`src/rtl/logicnet_input_packer.sv`:
```
// logicnet_input_packer: packs valid/ready feature beats into flat layer-0 vectors; LOGICNET_PACKER_DBUF_EN adds a fill buffer for full throughput
module logicnet_input_packer #(
  parameter int FEAT_BITS = 2,
  parameter int NUM_FEAT  = 16,
  parameter int IDX_W     = $clog2(NUM_FEAT)
) (
  input  logic                          clk,
  input  logic                          rst,
  input  logic                          s_valid,
  output logic                          s_ready,
  input  logic [FEAT_BITS-1:0]          s_data,
  input  logic                          s_last,
  output logic                          m_valid,
  input  logic                          m_ready,
  output logic [NUM_FEAT*FEAT_BITS-1:0] m_data,
  output logic                          err
);
  localparam int VW = NUM_FEAT * FEAT_BITS;
  typedef enum logic {FILL, HOLD} state_t;
  state_t          state_q, state_d;
  logic [IDX_W-1:0] idx_q, idx_d;
  logic            drop_q, drop_d;
  logic [VW-1:0]   fill_q, fill_d, m_data_q, m_data_d, packed_v;
  logic            s_ready_q, s_ready_d, m_valid_q, m_valid_d, err_q, err_d;
  logic            beat, last_slot, commit;
  // fill buffer with the current beat merged into slot idx
  always_comb begin
    packed_v = fill_q;
    packed_v[idx_q*FEAT_BITS +: FEAT_BITS] = s_data;
  end
  // next-state: slot fill, malformed-sample drop, and output buffer hand-off
  always_comb begin
    beat      = s_valid && s_ready_q;
    last_slot = idx_q == IDX_W'(NUM_FEAT - 1);
    state_d   = state_q;
    idx_d     = idx_q;
    drop_d    = drop_q;
    fill_d    = fill_q;
    m_data_d  = m_data_q;
    m_valid_d = (m_valid_q && m_ready) ? 1'b0 : m_valid_q;
    err_d     = 1'b0;
    commit    = 1'b0;
    if (state_q == FILL && beat) begin
      if (drop_q) begin
        drop_d = !s_last;
      end else if (s_last && last_slot) begin
        idx_d  = '0;
        commit = 1'b1;
      end else if (s_last || last_slot) begin
        idx_d  = '0;
        err_d  = 1'b1;
        drop_d = !s_last;
      end else begin
        fill_d = packed_v;
        idx_d  = idx_q + 1'b1;
      end
    end
`ifdef LOGICNET_PACKER_DBUF_EN
    if (commit) begin
      if (!m_valid_q || m_ready) begin
        m_data_d  = packed_v;
        m_valid_d = 1'b1;
      end else begin
        fill_d  = packed_v;
        state_d = HOLD;
      end
    end
    if (state_q == HOLD && m_ready) begin
      m_data_d  = fill_q;
      m_valid_d = 1'b1;
      state_d   = FILL;
    end
`else
    if (commit) begin
      m_data_d  = packed_v;
      m_valid_d = 1'b1;
      state_d   = HOLD;
    end
    if (state_q == HOLD && m_ready) state_d = FILL;
`endif
    s_ready_d = state_d == FILL;
  end
  // state and registered outputs
  always_ff @(posedge clk or posedge rst) begin
    if (rst) begin
      state_q   <= FILL;
      idx_q     <= '0;
      drop_q    <= 1'b0;
      fill_q    <= '0;
      m_data_q  <= '0;
      s_ready_q <= 1'b1;
      m_valid_q <= 1'b0;
      err_q     <= 1'b0;
    end else begin
      state_q   <= state_d;
      idx_q     <= idx_d;
      drop_q    <= drop_d;
      fill_q    <= fill_d;
      m_data_q  <= m_data_d;
      s_ready_q <= s_ready_d;
      m_valid_q <= m_valid_d;
      err_q     <= err_d;
    end
  end
  assign s_ready = s_ready_q;
  assign m_valid = m_valid_q;
  assign m_data  = m_data_q;
  assign err     = err_q;
endmodule

```
`config.mk`:
```
export PLATFORM = sky130hd
export DESIGN_NAME = logicnet_input_packer
export DESIGN_NICKNAME = d
export VERILOG_FILES = /design/src/rtl/logicnet_input_packer.sv
export SDC_FILE = /design/constraint.sdc
export NUM_CORES = 1
export LEC_CHECK = 0
export CORE_UTILIZATION = 34
export CTS_BUF_LIST = sky130_fd_sc_hd__clkbuf_16
export CTS_CLUSTER_DIAMETER = 200
export DETAILED_ROUTE_END_ITERATION = 8
export HOLD_SLACK_MARGIN = 0.06
export PLACE_DENSITY = 0.49
export SYNTH_ARGS = -nofsm -noshare
export SYNTH_HDL_FRONTEND = slang
export SYNTH_SLANG_ARGS = --single-unit
```
`constraint.sdc`:
```
create_clock -name clk -period 4.67 [get_ports clk]
set_clock_uncertainty 0.05 [all_clocks]
set_input_delay 1.1675 -clock clk [delete_from_list [all_inputs] [get_ports clk]]
set_output_delay 1.1675 -clock clk [all_outputs]
set_load 0.01 [all_outputs]
```
After elaboration in Yosys (flattened, before gate mapping)
Index checks and enable logic that the tools add are counted.

Flip-flop bits (word level): 73. Latch bits: 0. RAM bits: 0. ROM bits: 0. Output and inout bits: 35. Logic and storage cells: 45. Memories kept: 0.

Add/subtract/negate cells: 2. Multiply operators: 0. Div/mod/pow operators: 0. Magnitude comparators: 0. Equal/unequal tests: 1. Shift-type cells: 2. Multiplexer cells: 17. Bitwise operators: 5. Reductions and logical operators: 10.

Operators by type and width (number): negation 5 -> 34 bit (1); variable shift 2 x 34 -> 32 bit, first input constant (1); variable part select 2 x 34 -> 32 bit (1); bitwise mux 32 bit (1); 2-to-1 mux 1 bit (14); 2-to-1 mux 4 bit (2); logical AND 1 bit (5); NOT 1 bit (5); adder 4 x 1 -> 4 bit, second input constant (1); equality test 4 bit, second input constant (1); AND reduction 4 bit (1); AND reduction 2 bit (1); nonzero test 2 bit (1); logical NOT 1 bit (1); logical OR 1 bit (1).

Depth between registers and ports, before layout
Depth after elaboration: 8. Depth in mapped cells: 9. Gate-level depth less buffers: 8.

Worst setup path before layout
OpenSTA, ideal clock, no wires.

Path kind: input port to flip-flop. Start: input s_valid. End: register fill_q[12]. Library setup time: 125 ps. Data arrival time: 2329 ps. Required time: 4495 ps. Path slack: 2166 ps. Cell stages on the path: 5. Path buffers: 1. Path through: and4bb_1 buf_2 nand2_1 nor3_1 mux2_2.

Longest elaborated chain between the ends: 3.

RTL lines: from (decl) (line 9) `input logic s_valid,`; logical AND 1 bit (line 33) `beat = s_valid && s_ready_q;`; logical AND 1 bit (line 43) `if (state_q == FILL && beat) begin`; AND reduction 4 bit (no source line); to (signal assigned) (line 98) `fill_q <= fill_d;`; to (decl) (line 23) `logic [VW-1:0] fill_q, fill_d, m_data_q, m_data_d, packed_v;`.

Every way passes these cells. A chain may end at the register's enable or synchronous reset.

Final worst setup path
Ends and elaborated chain as after synthesis.

==> impl_results.md <==
- Register cell area after layout: 0.00183 sq mm
- Final cycle utilization of the critical path: 62.5%
- Slew HR: 49.7%
- Row Count: 37
- Diodes inserted: 0
- Fin crit period: 2920 ps
- DR pass1 iterations: 4
- Arr. time, crit path: 3080 ps
- Fin. max-slew vios: 0
- Via density: 5.13
- Worst path max stage delay: 490 ps
- GRT Overall Usage: 15.9%
- Register area share after synthesis: 50.6%
- Max Cap Viol: 0
- Die Area: 0.0110 sq mm
- Detailed Route WL: 8.00 mm
- Max VDD drop: 0.140 mV
- Antenna Nets Post-Route: 0
- Mapped Cells: 339
- Number of setup violations in the final report: 0
- Most area-consuming cells after synthesis: dfrtp_1, mux2_2, mux2i_1
- Mapped cell area: 0.00361 sq mm
- Vias in the first global route: 2656
- Final hold viol count: 0
- Commonest cells post-synth: dfrtp_1, nand2_1, mux2_2
- Hold WC Path Type: reg -> reg
- Cell area after layout: 0.00444 sq mm
- Clk sinks: 73
- First-pass GRT wire length: 13.4 mm
- EDFF count, synth: 0
- Core area: 0.0103 sq mm
- Worst Tran Pin Value: 753 ps
- Delay-heaviest family, CP: simple AND/OR/NAND/NOR gates
- Largest net degree at the start of global routing: 43
- Clock Tree Root: clkbuf_16
- Worst setup SP type: input port
- Ys flop type: dfrtp_1
- Fillers: 991
- Crit path capture type: flip-flop
- Ports: 42
- Initial DRC count: 83
- Unique masters post-synth: 41
- Post-Place Cell Area: 0.00415 sq mm
- Area of the multi-input gates: 0.00166 sq mm
- Bufs and invs on worst path: 1
- Unrepaired setup endpoints after global routing: no
- Pwr dens: 341 mW/mm^2
- Max stage delay cell, worst path: clkdlybuf4s50_1
- Clock Path Buffers: 2
- Net count after synthesis: 354
- Wire length per cell: 15.5 microns
- Data required, critical path: 4830 ps
- Synth-to-layout area growth: 22.9%
- Die X: 105 microns
- Initial antenna violation count: 0
- NumNets Final: 390
- Setup tns final: 0 ps
- HPWL after detailed placement: 5.69 mm
- Post-synthesis register bit count: 73
- Ys async rst share: 100%
- Hold Buf Count CTS: 0
- Die Y-Extent: 105 microns
- I/O Buffers: 41
- Yosys top cell by area: dfrtp_1
- Total vias in the final route: 2646
- Worst-path clk slew: 60 ps
- Ys Warns: 0
- Initial core utilization: 35.0%
- Leakage power: 2.03 nW
- Top-area cell type share of the netlist area: 49.9%
- GP Congestion: 0.718
- Mean Syn Cell Area: 10.6 sq um
- Crit path cell chain: clkdlybuf4s50_1 > and4bb_1 > nand2_1 > nor3_1 > mux2_2
- Remaining DRCs: 0
- Fmax: 343 MHz
- CP max FO: 12
- Critical path type: in -> reg
- GRT Residual Overflow: 0
- Clock latency on the worst-skew pair: 330 ps
- Post-CTS setup buffers: 0
- Share of cells above drive strength 1: 14.5%
- TritonCTS clock tree: done
- Cts repair resizes: 0
- Total CTS buffers: 9
- Status: finished clean
- Count leader, synth: dfrtp_1
- H-tree depth: 3
## layout make-up
cell class,count,share of cell area (%)
well taps,136,3.84
flip-flops and latches,73,41.2
multi-input cells,236,37.5
clock inverters,7,1.38
repair buffers,44,10.0
clock buffers,9,5.08
inverters,11,0.931
## registers in the layout, summed over array words and instances (netlist names)
register / count
drop_q: 1
err: 1
fill_q: 32
idx_q: 4
m_data: 32
m_valid: 1
s_ready: 1
state_q: 1
## worst paths after layout
path,slack (ps),to,from,depth (start not counted)
max,1750,fill_q[12]$_DFFE_PP0P_,s_valid,5
min,430,m_data[19]$_DFFE_PP0P_,m_data[19]$_DFFE_PP0P_,2
max reg2reg,1910,fill_q[8]$_DFFE_PP0P_,idx_q[0]$_DFFE_PP0P_,6
min reg2reg,430,m_data[19]$_DFFE_PP0P_,m_data[19]$_DFFE_PP0P_,2
max in group asynchronous,2670,m_data[13]$_DFFE_PP0P_,rst,3
min in group asynchronous,1230,fill_q[7]$_DFFE_PP0P_,rst,2
## worst register-to-register path: cells and delay by family (launching register included)
kind	cells	cell delay, ps
adders and majority gates	1	440
muxes	1	360
and+or+nand+nor	2	690
DFF	1	670
AOI/OAI and AO/OA	1	330
buffers and inverters	1	100
## kinds of logic (layout without fill, tap and decap cells)
kind of cell	after synthesis	after routing	share of synthesized area [%]
buffers and inverters	30	71	3.26
multiplexers	58	58	17.2
AND/OR/NAND/NOR	111	111	15.7
AO/OA/AOI/OAI	57	57	9.71
XOR/XNOR	2	2	0.693
adder cells (fa/ha/maj)	8	8	2.77
flip-flops	73	73	50.6
## cells in the final DEF (no fill, tap or decap), types with 2 or more instances in the layout
master	synthesis	layout
buf_4	0	2
mux2_1	4	4
and3_1	8	8
mux2_2	28	28
nand3_1	17	17
o211ai_1	9	9
a21oi_1	11	11
dfrtp_1	72	72
ha_1	8	8
nor3_1	8	8
o2111ai_1	2	2
clkbuf_16	0	9
nand2b_1	2	2
and2_1	3	3
o2111a_1	2	2
nand3b_1	2	2
o21ai_0	17	17
nor2_1	17	17
mux2i_1	26	26
nand2_1	34	34
clkinv_2	0	4
o21ai_1	10	10
nor2b_1	5	5
clkdlybuf4s50_1	0	41
nand4_1	7	7
inv_1	11	10
## metrics by stage
| step | util [%] | power [W] | instances | hold WS, ps | setup slack, ps |
|---|---|---|---|---|---|
| after CTS | 43.0 | 0.00153 | 516 | 435 | 1770 |
| after global placement | 40.2 | 0.000851 | 500 | 415 | 1460 |
| after floorplan | - | 0.000807 | 339 | 389 | 1600 |
| after detailed placement | 40.2 | 0.000856 | 500 | 422 | 1420 |
| after global routing | 43.0 | 0.00159 | 516 | 466 | 1620 |
| final | 43.0 | 0.00151 | 516 | 426 | 1750 |
## where the power goes
group | switching, W | leakage (nW) | internal, W
Clock | 0.000261 | 0.142 | 0.000407
Combinational | 0.000108 | 0.881 | 0.0000633
Sequential | 0.0000187 | 1.01 | 0.000652
Total | 0.000388 | 2.03 | 0.00112
## routing by layer
layer  vias up  GRT usage (%)  share of wire [%]
met1      1317           20.3                 46
met3        10           3.18                3.5
met2        47           26.3                 49
li1       1272              -                  -
met4         0           6.54                1.2
met5         -              0                  0
Power figures use the tool's default switching activity.
